<file path="src/rtl/rv_multicycle_ctrl.sv">
// Multi-cycle sequencer for an R-type RISC-V datapath (add/sub/and/or).
// Each instruction runs FETCH -> DECODE -> EXECUTE -> WRITEBACK, taking 4 cycles when imem acks with no wait.
// imem_ack stalls FETCH, and a bounded wait traps; trap_clr is the only way out of TRAP.
module rv_multicycle_ctrl #(
  parameter int FETCH_TIMEOUT = 16,
  parameter int CNT_W         = 32
) (
  input  logic             clk,
  input  logic             rst,
  input  logic             en,
  input  logic             imem_ack,
  input  logic [31:0]      instr,
  input  logic             trap_clr,
  output logic             imem_req,
  output logic             ir_we,
  output logic             pc_en,
  output logic             rf_we,
  output logic [1:0]       alu_control,
  output logic             busy,
  output logic             trap,
  output logic [1:0]       trap_cause,
  output logic [CNT_W-1:0] retire_cnt
);

  // The wait counter must reach FETCH_TIMEOUT without overflowing.
  localparam int TW = $clog2(FETCH_TIMEOUT + 1);
  localparam logic [TW-1:0] TO_LAST = TW'(FETCH_TIMEOUT - 1);

  localparam logic [1:0] CAUSE_NONE    = 2'b00;
  localparam logic [1:0] CAUSE_ILLEGAL = 2'b01;
  localparam logic [1:0] CAUSE_TIMEOUT = 2'b10;

  typedef enum logic [2:0] {
    S_IDLE      = 3'd0,
    S_FETCH     = 3'd1,
    S_DECODE    = 3'd2,
    S_EXECUTE   = 3'd3,
    S_WRITEBACK = 3'd4,
    S_TRAP      = 3'd5
  } state_t;

  state_t        state;
  state_t        state_n;
  logic [TW-1:0] fetch_cnt;
  logic          fetch_expire;
  logic          dec_legal;
  logic [1:0]    dec_alu;
  logic [6:0]    opcode;
  logic [2:0]    funct3;
  logic [6:0]    funct7;
  logic [4:0]    rd;
  logic          unused_rs;

  assign opcode = instr[6:0];
  assign rd     = instr[11:7];
  assign funct3 = instr[14:12];
  assign funct7 = instr[31:25];

  // The controller never looks at the source register fields.
  assign unused_rs = ^instr[24:15];

  // The last allowed FETCH cycle has arrived and there is still no ack.
  // An ack in that same cycle takes priority over the timeout.
  assign fetch_expire = (state == S_FETCH) && !imem_ack && (fetch_cnt == TO_LAST);

  // Decode the R-type op: opcode OP plus one of the four supported funct pairs.
  always_comb begin
    dec_legal = 1'b0;
    dec_alu   = 2'b00;
    if (opcode == 7'b0110011) begin
      case ({funct7, funct3})
        10'b0000000_000: begin dec_legal = 1'b1; dec_alu = 2'b00; end
        10'b0100000_000: begin dec_legal = 1'b1; dec_alu = 2'b01; end
        10'b0000000_111: begin dec_legal = 1'b1; dec_alu = 2'b10; end
        10'b0000000_110: begin dec_legal = 1'b1; dec_alu = 2'b11; end
        default:         begin dec_legal = 1'b0; dec_alu = 2'b00; end
      endcase
    end
  end

  // State register.
  always_ff @(posedge clk or posedge rst) begin
    if (rst) state <= S_IDLE;
    else     state <= state_n;
  end

  // Next-state logic and the strobes decoded from the current state.
  always_comb begin
    state_n  = state;
    imem_req = 1'b0;
    ir_we    = 1'b0;
    pc_en    = 1'b0;
    rf_we    = 1'b0;
    busy     = 1'b1;
    trap     = 1'b0;
    case (state)
      S_IDLE: begin
        busy = 1'b0;
        if (en) state_n = S_FETCH;
      end
      S_FETCH: begin
        imem_req = 1'b1;
        if (imem_ack) begin
          ir_we   = 1'b1;
          state_n = S_DECODE;
        end else if (fetch_expire) begin
          state_n = S_TRAP;
        end
      end
      S_DECODE: begin
        state_n = dec_legal ? S_EXECUTE : S_TRAP;
      end
      S_EXECUTE: begin
        state_n = S_WRITEBACK;
      end
      S_WRITEBACK: begin
        pc_en   = 1'b1;
        rf_we   = (rd != 5'd0);
        state_n = en ? S_FETCH : S_IDLE;
      end
      S_TRAP: begin
        busy = 1'b0;
        trap = 1'b1;
        if (trap_clr) state_n = S_IDLE;
      end
      default: begin
        busy    = 1'b0;
        state_n = S_IDLE;
      end
    endcase
  end

  // Count consecutive ack-less FETCH cycles; any other cycle restarts the count.
  always_ff @(posedge clk or posedge rst) begin
    if (rst)                                 fetch_cnt <= '0;
    else if (state == S_FETCH && !imem_ack)  fetch_cnt <= fetch_cnt + TW'(1);
    else                                     fetch_cnt <= '0;
  end

  // Capture the ALU op at the end of DECODE, hold it through WRITEBACK, and clear it otherwise.
  always_ff @(posedge clk or posedge rst) begin
    if (rst) begin
      alu_control <= 2'b00;
    end else begin
      case (state)
        S_DECODE:  alu_control <= dec_legal ? dec_alu : 2'b00;
        S_EXECUTE: alu_control <= alu_control;
        default:   alu_control <= 2'b00;
      endcase
    end
  end

  // Latch the trap cause when entering TRAP; clear it when trap_clr releases the trap.
  always_ff @(posedge clk or posedge rst) begin
    if (rst)                                trap_cause <= CAUSE_NONE;
    else if (fetch_expire)                  trap_cause <= CAUSE_TIMEOUT;
    else if (state == S_DECODE && !dec_legal) trap_cause <= CAUSE_ILLEGAL;
    else if (state == S_TRAP && trap_clr)   trap_cause <= CAUSE_NONE;
  end

  // Count retired instructions; each WRITEBACK cycle retires one, and the count wraps.
  always_ff @(posedge clk or posedge rst) begin
    if (rst)                         retire_cnt <= '0;
    else if (state == S_WRITEBACK)   retire_cnt <= retire_cnt + CNT_W'(1);
  end

endmodule
</file>
<file path="config.mk">
export PLATFORM = sky130hd
export DESIGN_NAME = rv_multicycle_ctrl
export DESIGN_NICKNAME = d
export VERILOG_FILES = /design/src/rtl/rv_multicycle_ctrl.sv
export SDC_FILE = /design/constraint.sdc
export NUM_CORES = 1
export LEC_CHECK = 0
export CAP_MARGIN = 15
export CORE_MARGIN = 8
export CORE_UTILIZATION = 48
export CTS_CLUSTER_SIZE = 16
export DETAILED_ROUTE_END_ITERATION = 10
export PLACE_DENSITY = 0.86
export SYNTH_ARGS = -nofsm -noshare
export SYNTH_HDL_FRONTEND = slang
export SYNTH_SLANG_ARGS = --single-unit
</file>
<file path="constraint.sdc">
create_clock -name clk -period 5.7 [get_ports clk]
set_input_delay 0.57 -clock clk [delete_from_list [all_inputs] [get_ports clk]]
set_output_delay 0.57 -clock clk [all_outputs]
set_load 0.005 [all_outputs]
</file>
==> results.py <==
metrics = {
    "status": {
        "status": "finished clean",
    },
    "global_route": {
        "gr-usage-all-layers_pct": 15.06,
        "gr-total-overflow": 0,
        "antenna_found_initial": 0,
        "grt_pass1_vias": 1728,
        "grt_max_degree": 45,
        "grt_pass1_wl_mm": 8.059,
    },
    "floorplan": {
        "fp.dieArea_um2": 6824,
        "core.rowCount": 24,
        "core_um2": 4324,
        "fp.dieH_um": 82.61,
        "start_util_pct": 49.25,
        "ios": 79,
        "dieWidth_um": 82.61,
    },
    "setup_path": {
        "required_ns": 5.13,
        "cp_data_arrival_time_ns": 2.12,
        "worstPathMaxFanout": 14,
        "rr_startpoint": "state[2]",
        "start_kind": "flip-flop",
        "r2r_end": "retire_cnt[23]",
        "rr_worst_depth": 4,
        "rrSetupSlack_ns": 3.13,
        "path_class": "reg2out",
        "critPathCaptureType": "primary output",
    },
    "yosys": {
        "synth-edff-count": 0,
        "async_reset_ff_share_pct": 100.0,
        "synth_area_leaders": "dfrtp_1 (52%), xnor2_1 (12%), nand4_1 (3.8%)",
        "yosysSeqAreaShare_pct": 51.70,
        "yosys_warnings": 0,
        "synth_common_cells": "dfrtp_1 (44), xnor2_1 (29), nand2_1 (19)",
        "synth_top_area_cell": "dfrtp_1",
        "syn_inst": 205,
        "yosys_most_used_dff": "dfrtp_1",
        "yosysMostFrequentCell": "dfrtp_1",
        "yosysTopAreaCellShare_pct": 51.70,
        "synth_area_um2": 2130,
        "synthesis.nets": 245,
        "ys_seq_elements": 44,
        "avgSynthCellArea_um2": 10.39,
        "synth_cell_types": 39,
    },
    "cells_and_area": {
        "finalNetCount": 315,
        "nFillCells": 343,
        "drive_above_1_share_pct": 5.435,
        "finalNonFillerCells": 328,
        "area_growth_pct": 38.43,
        "num_antenna_cells": 0,
    },
    "power_and_ir_drop": {
        "power_frac_seq_pct": 48.9,
        "peakVddDrop_uv": 187.2,
        "p_int_mw": 0.5596,
        "p_per_area_nw_per_um2": 268.7,
        "netSwitchingPower_mw": 0.2326,
        "swShare_pct": 29.36,
        "pwr-share-comb_pct": 26.1,
        "p_leak_nw": 1.261,
        "clockPowerShare_pct": 25.0,
    },
    "clocking": {
        "cts.hold.buffers_added": 0,
        "cts_resized": 0,
        "numCtsBuffers": 5,
        "clk_path_buf_depth": 2,
        "cts_root_buffer": "clkbuf_8",
        "cts_tree": "built",
        "post-cts-setup-buffers": 0,
        "clock_sinks": 44,
        "clk-insertion-delay-late_ns": 0.29,
        "clk_pin_slew_ns": 0.08,
        "h-tree-depth": 2,
    },
    "worst_hold_path": {
        "timing.hold.worst.class": "reg2reg",
        "min_delay_path_depth": 1,
        "holdPathEnd": "fetch_cnt[0]",
        "min_from": "fetch_cnt[0]",
    },
    "timing": {
        "fin_ws_ns": 3.006,
        "final.min_clock_period_ns": 2.694,
        "relSlewSlack_pct": 32.99,
        "setup_viol": 0,
        "period_share_pct": 47.27,
        "slew_viol_final": 0,
        "fmax_mhz": 371.2,
        "worst_slew_pin_slew_ns": 0.9969,
        "hold_slack_ns": 0.4582,
        "clock_skew_ns": 0.002366,
        "setup-tns-final_ns": 0,
        "rsz0062_at_grt": "false",
        "hold_viol": 0,
    },
    "drt": {
        "viasPerCell": 5.311,
        "drtPass1Iterations": 4,
        "drt-initial-drc-count": 76,
        "vias": 1742,
        "drc": 0,
        "wl_mm": 4.698,
        "wire_per_inst_um": 14.32,
        "antenna_left": 0,
    },
    "placed_design": {
        "dp.cells": 320,
        "port_buffers": 68,
        "place.gp.congestion": 0.8025,
        "post-place-ws_ns": 3.114,
        "dpl.hpwl_mm": 3.675,
    },
    "run": {
        "maxCapViolCount": 0,
    },
}
## kinds of logic after synthesis
family	synth area share [%]
buffers and inverters	2.350
xor gates and xnor gates	13.98
adders and majority gates	1.763
DFF	51.70
AOI/OAI and AO/OA	5.288
and+or+nand+nor	24.91
## state kept, by name, indices dropped and copies added (netlist names)
| signal | count |
|---|---|
| retire_cnt | 32 |
| fetch_cnt | 5 |
| state | 3 |
| alu_control | 2 |
| trap_cause | 2 |
## routing by layer
metal,wire (µm),track usage [%]
met1,1948,17.26
met2,2268,25.06
met3,425,6.494
met4,55,4.310
met5,0,0
## per-stage QoR
stage	total power, mW	util [%]	instance area, µm²
after floorplan	0.4902	-	2130
after global placement	0.5976	66.03	2855
after detailed placement	0.6032	66.03	2855
after CTS	0.8029	68.17	2948
after global routing	0.8440	68.17	2948
final	0.7922	68.17	2948
## worst max path at each step
| stage | from | endpoint | slack [ns] | cells past startpoint |
|---|---|---|---|---|
| finish | state[2] | pc_en | 3.01 | 3 |
| global route | state[2] | rf_we | 2.87 | 3 |
| CTS | state[0] | pc_en | 2.99 | 3 |
| detailed placement | state[2] | retire_cnt[23] | 3.11 | 4 |
| global placement | imem_ack | ir_we | 3.10 | 4 |
| floorplan | instr[13] | alu_control[0] | 3.77 | 4 |
## cell usage in the layout (no fill, tap or decap), types with 5 or more instances in the layout
master,netlist,final
and3_1,7,7
xor2_1,5,5
inv_1,6,6
dfrtp_1,44,44
a21oi_1,6,6
clkbuf_8,0,6
clkdlybuf4s50_1,0,68
xnor2_1,29,29
nand2_1,19,19
nor2_1,15,15
nand4_1,13,13
nand3_1,15,15
nor3_1,7,7
## power by group through the flow
| stage | combinational, mW | clock (mW) | sequential [mW] |
|---|---|---|---|
| detailed placement | 0.210 | 0 | 0.394 |
| finish | 0.207 | 0.198 | 0.388 |
| floorplan | 0.120 | 0 | 0.371 |
| global placement | 0.206 | 0 | 0.392 |
| CTS | 0.212 | 0.204 | 0.388 |
| global route | 0.230 | 0.218 | 0.396 |
## worst max-delay path: stages, from the launching register on
cell             delay [ns]
dfrtp_1                0.57
or3b_1                 0.55
inv_1                  0.18
clkdlybuf4s50_1        0.53
## final cells by class
type | instances | area, µm² | area share, %
flip-flops and latches | 44 | 1101 | 37.35
multi-input cells | 149 | 978.4 | 33.19
repair buffers | 69 | 688.2 | 23.34
clock buffers | 6 | 82.58 | 2.801
well taps | 52 | 65.06 | 2.207
inverters | 6 | 22.52 | 0.7640
clock inverters | 2 | 10.01 | 0.3396
Power figures use the tool's default switching activity.
